$ cat src/rtl/store_replay_if.sv
// store_replay_if: run/running control, sequence configuration and beat output of store_replay.
interface store_replay_if #(
    parameter int DELAY_W = 32,
    parameter int DATA_W  = 32,
    parameter int LEN_W   = 16
);
    logic               running;
    logic               run;
    logic               done;
    logic [DATA_W-1:0]  start0;
    logic [DATA_W-1:0]  incr0;
    logic [LEN_W-1:0]   length0;
    logic [DELAY_W-1:0] delay0;
    logic [DATA_W-1:0]  out0;
    logic               out0_valid;
    modport master (output running, run, start0, incr0, length0, delay0,
                    input  done, out0, out0_valid);
    modport slave  (input  running, run, start0, incr0, length0, delay0,
                    output done, out0, out0_valid);
endinterface

$ cat src/rtl/store_replay.sv
// store_replay: after delay0 running cycles, emits out0 = start0 + k*incr0 for k = 0..length0-1.
module store_replay #(
    parameter int DELAY_W = 32,
    parameter int DATA_W  = 32,
    parameter int LEN_W   = 16
) (
    input logic            clk,
    input logic            rst,
    store_replay_if.slave  bus
);
    localparam logic [1:0] IDLE  = 2'd0;
    localparam logic [1:0] DELAY = 2'd1;
    localparam logic [1:0] EMIT  = 2'd2;

    logic [1:0]         state;
    logic [DATA_W-1:0]  acc;
    logic [DATA_W-1:0]  incr;
    logic [LEN_W-1:0]   beats;
    logic [DELAY_W-1:0] dly;

    always_ff @(posedge clk or posedge rst) begin
        if (rst) begin
            state          <= IDLE;
            acc            <= '0;
            incr           <= '0;
            beats          <= '0;
            dly            <= '0;
            bus.out0       <= '0;
            bus.out0_valid <= 1'b0;
            bus.done       <= 1'b1;
        end else if (bus.run) begin
            acc            <= bus.start0;
            incr           <= bus.incr0;
            beats          <= bus.length0;
            dly            <= bus.delay0;
            bus.out0_valid <= 1'b0;
            bus.done       <= 1'b0;
            state          <= (bus.length0 == '0) ? IDLE : (bus.delay0 != '0) ? DELAY : EMIT;
        end else begin
            bus.out0_valid <= 1'b0;
            if (state == IDLE) begin
                bus.done <= 1'b1;
            end else if (bus.running && state == DELAY) begin
                dly <= dly - DELAY_W'(1);
                if (dly == DELAY_W'(1))
                    state <= EMIT;
            end else if (bus.running && state == EMIT) begin
                // out0 holds its last beat once idle; acc wraps modulo 2^DATA_W
                bus.out0       <= acc;
                bus.out0_valid <= 1'b1;
                acc            <= acc + incr;
                beats          <= beats - LEN_W'(1);
                if (beats == LEN_W'(1))
                    state <= IDLE;
            end
        end
    end
endmodule
$ cat src/flat_wrapper.sv
// flat-port wrapper written by rule: the top's interface ports become plain ports
module store_replay_flat 
#(
    parameter int DELAY_W = 32,
    parameter int DATA_W  = 32,
    parameter int LEN_W   = 16
)
  (clk, rst, bus_running, bus_run, bus_start0, bus_incr0, bus_length0, bus_delay0, bus_done, bus_out0, bus_out0_valid);
  store_replay_if #(.DELAY_W(DELAY_W), .DATA_W(DATA_W), .LEN_W(LEN_W)) bus_i ();
  input logic clk;
  input logic rst;
  input wire logic [$bits(bus_i.running)-1:0] bus_running;
  input wire logic [$bits(bus_i.run)-1:0] bus_run;
  input wire logic [$bits(bus_i.start0)-1:0] bus_start0;
  input wire logic [$bits(bus_i.incr0)-1:0] bus_incr0;
  input wire logic [$bits(bus_i.length0)-1:0] bus_length0;
  input wire logic [$bits(bus_i.delay0)-1:0] bus_delay0;
  output wire logic [$bits(bus_i.done)-1:0] bus_done;
  output wire logic [$bits(bus_i.out0)-1:0] bus_out0;
  output wire logic [$bits(bus_i.out0_valid)-1:0] bus_out0_valid;
  assign bus_i.running = bus_running;
  assign bus_i.run = bus_run;
  assign bus_i.start0 = bus_start0;
  assign bus_i.incr0 = bus_incr0;
  assign bus_i.length0 = bus_length0;
  assign bus_i.delay0 = bus_delay0;
  assign bus_done = bus_i.done;
  assign bus_out0 = bus_i.out0;
  assign bus_out0_valid = bus_i.out0_valid;
  store_replay #(.DELAY_W(DELAY_W), .DATA_W(DATA_W), .LEN_W(LEN_W)) u_core (.clk(clk), .rst(rst), .bus(bus_i));
endmodule
$ cat config.mk
export PLATFORM = sky130hd
export DESIGN_NAME = store_replay_flat
export DESIGN_NICKNAME = d
export VERILOG_FILES = /design/src/rtl/store_replay_if.sv /design/src/rtl/store_replay.sv /design/src/flat_wrapper.sv
export SDC_FILE = /design/constraint.sdc
export NUM_CORES = 1
export LEC_CHECK = 0
export ABC_AREA = 1
export CAP_MARGIN = 20
export CORE_MARGIN = 2
export CORE_UTILIZATION = 55
export CTS_CLUSTER_DIAMETER = 30
export DETAILED_ROUTE_END_ITERATION = 16
export HOLD_SLACK_MARGIN = 0.1
export PLACE_DENSITY_LB_ADDON = 0.12
export SETUP_SLACK_MARGIN = 0.5
export SLEW_MARGIN = 30
export SYNTH_ARGS = -nofsm -noshare
export SYNTH_HDL_FRONTEND = slang
export SYNTH_SLANG_ARGS = --single-unit
$ cat constraint.sdc
create_clock -name clk -period 6 [get_ports clk]
set_clock_uncertainty 0.2 [all_clocks]
set_input_delay 1.2 -clock clk [delete_from_list [all_inputs] [get_ports clk]]
set_output_delay 1.2 -clock clk [all_outputs]
set_load 0.01 [all_outputs]
==> results.md <==
* Vias per cell at 5.22
* H-tree Lvls at 4
* Post-synthesis to final-layout area growth at 24.4%
* Routed wire length at ~26 mm
* Crit end category: register
* Fin. Hold Viols at 0
* Die Footprint at ~18000 um^2
* DRT Pass-1 Iters at 5
* N_diodes at 0
* Final hold slack at around 0.27 ns
* Wire per inst at between 10 and 15 um
* R2r startpoint: u_core.state[1]
* Tightest Hold Check Type: register to register
* Starting density of the core at a little under three fifths
* Antenna violations before repair at 1
* Finish-stage setup viols at 0
* Post-Place Setup Slack at roughly 2.1 ns
* # Post-CTS Setup Buffers at 0
* Vias in the first global route at roughly 9000
* Clock Tree Root: clkbuf_16
* GP Congestion at 0.970
* Crit start category: input port
* R2R depth at 8
* Most used cell, CP: nand2_1
* Cell Pwr Density at between 200 and 300 nW/um^2
* Syn Nets at around 1500
* Overall power at ~3.3 mW
* Max-cap viol count at 0
* Leak pwr at just over 6 nW
* Gr ovfl total at 0
* Post-synthesis sequential area ratio at around 39%
* Largest net degree at the start of global routing at 77
* Cts bufs inserted at 17
* Area of the core at roughly 17000 um^2
* Drt first-iter violations at just under 600
* First-pass GRT wire length at 43.1 mm
* Flop2flop setup slack at roughly 3.4 ns
* Fin area at 11800 um^2
* RSZ-0062 raised after global routing: no
* Max transition margin at between 30 and 40%
* Critical R2R Capture: u_core.dly[25]
* Layout fillers at 1502
* Most frequent cells in the layout: 523 x nand2_1, 201 x inv_1, 148 x clkdlybuf4s50_1
* PortBufs at 149
* Average size of a mapped cell at around 7 um^2
* Multi-input logic area at approximately 4900 um^2
* Placement Rows at 48
* CTS clk-pin slew, worst paths at 0.06 ns
* Share of post-route cells with drive strength above 1 at around 4%
* Crit path arrival time at roughly 3.5 ns
* Crit share post-route at roughly 56%
* Fin crit period at 3.36 ns
* Clock Latency Late Sink at 0.43 ns
* Clk sinks at 148
* Yosys reg bits at 148
* CTS tree: yes
* Worst hold path stage count at 2
* Commonest non-fill, non-tap cell in the layout: nand2_1
* Maximum VDD drop at approximately 0.0002 V
* Die width at between 100 and 150 um
* Netlist cell types at 39
* CTS resizes at 0
* Worst Path Required at between 6 and 7 ns
* Clock Tree Buf Depth at 2
* Layout Nets at 1683
* Max Fclk at about 0.30 GHz
* # DRC at 0
* # hold bufs at CTS at 0
* Worst-Margin Slew at 0.903 ns
* Max Transition Viols Final at 0
* Hpwl dp at slightly below 20 mm
* GRT Overall Usage at between 20% and 30%
* Register area at 3700 um^2
* Mapped Cells at between 1000 and 1500
* Slowest Stage Delay on Critical Path at 0.61 ns
* HP Start: u_core.bus.out0[5]
* Placed Area at 11200 um^2
* Die Y at approximately 140 um
* Worst-path maximum fanout at 16
* Critical-path cell list: clkdlybuf4s50_1, nand3_1, nand2_1, inv_1, nand2_1, o21ai_0, inv_1, nand2_1
* Post-route ant nets at 0
* CP max stage cell: nand2_1
* Ys Warns at 0
* Worst setup margin at between 2 and 3 ns
* Ports at 150
* Via count at around 9000
* End point of the worst hold path: u_core.bus.out0[5]
* Critical path class: input port to register
* Setup TNS at 0 ns
* Synthesized cell area at ~9500 um^2
* Status: finished, final reports clean
[final cells by class]
type                       count  area share (%)
sequential                   148            31.3
clock buffer                  18            3.71
inverter                     208            6.67
tap                          225            2.38
clock inverter                14            1.69
multi-input combinational   1000            41.2
timing repair buffer         156            13.0
[synth_stat cells]
master,number,area share (%)
a21oi_1,40,2.1
a22o_1,1,0.092
a22oi_1,1,0.079
a31oi_1,4,0.26
and2_1,2,0.13
and3_1,1,0.066
buf_1,2,0.079
buf_2,12,0.63
buf_4,1,0.079
clkbuf_1,21,0.83
dfrtp_1,147,39
dfstp_2,1,0.28
fa_1,1,0.21
ha_1,35,4.6
inv_1,204,8.1
inv_2,4,0.16
nand2_1,523,21
nand2_2,2,0.13
nand3_1,78,4.1
nand3b_1,6,0.47
nand4_1,11,0.72
nor2_1,119,4.7
nor2_2,6,0.39
nor2_4,1,0.12
nor3_1,15,0.79
nor3_2,2,0.21
nor3_4,1,0.17
nor4_1,3,0.20
o211ai_1,19,1.5
o21a_1,1,0.079
o21ai_0,55,2.9
o21ai_1,1,0.053
o21bai_1,10,0.79
o221a_2,1,0.12
o221ai_1,22,2.0
o22ai_1,2,0.13
o31ai_1,1,0.079
xnor2_1,11,1.0
xor2_1,25,2.3
[worst max-delay path: cells and delay by family]
kind	cells	cell delay, ns
AOI/OAI and AO/OA	1	0.09
and+or+nand+nor	4	1.07
buffers and inverters	3	1.09
[per-stage QoR]
step / instances / utilization, %
2_1_floorplan: 1392 / -
3_3_place_gp: 1737 / 65.3
3_5_place_dp: 1737 / 65.3
4_1_cts: 1769 / 69.1
5_1_grt: 1769 / 69.1
6_report: 1769 / 69.1
[flip-flops by register name, summed over array words and instances (netlist names)]
name                   flops
u_core.acc                32
u_core.bus.out0           32
u_core.dly                32
u_core.incr               32
u_core.beats              16
u_core.state               2
u_core.bus.done            1
u_core.bus.out0_valid      1
[worst max-delay path by stage]
stage / startpoint / endpoint / slack [ns] / depth (start not counted)
finish: bus_running / u_core.dly[25] / 2.64 / 8
global route: bus_running / u_core.dly[25] / 2.54 / 8
CTS: bus_running / u_core.acc[9] / 2.53 / 8
detailed placement: bus_running / u_core.acc[13] / 2.10 / 8
global placement: bus_running / u_core.acc[16] / 2.15 / 8
floorplan: rst / u_core.acc[0] / 0.62 / 1
[layer usage]
layer	GRT usage, %	vias to the layer above	share of wire (%)
li1	-	4652	-
met1	38.9	4268	44
met2	51.4	280	48
met3	4.98	39	5.7
met4	8.97	2	1.9
met5	0	-	0.061
[where the power goes]
part / internal, mW / switching (mW)
Combinational: 0.397 / 0.529
Clock: 0.712 / 0.449
Sequential: 1.13 / 0.106
Total: 2.24 / 1.08
[cell families after synthesis]
group	Yosys count	share of synthesized area, %
adders and majority gates	36	4.82
buffers and inverters	244	9.83
and+or+nand+nor	770	32.9
xor gates and xnor gates	36	3.32
AOI/OAI and AO/OA	158	10.2
DFF	148	39.0
Power figures use the tool's default switching activity.
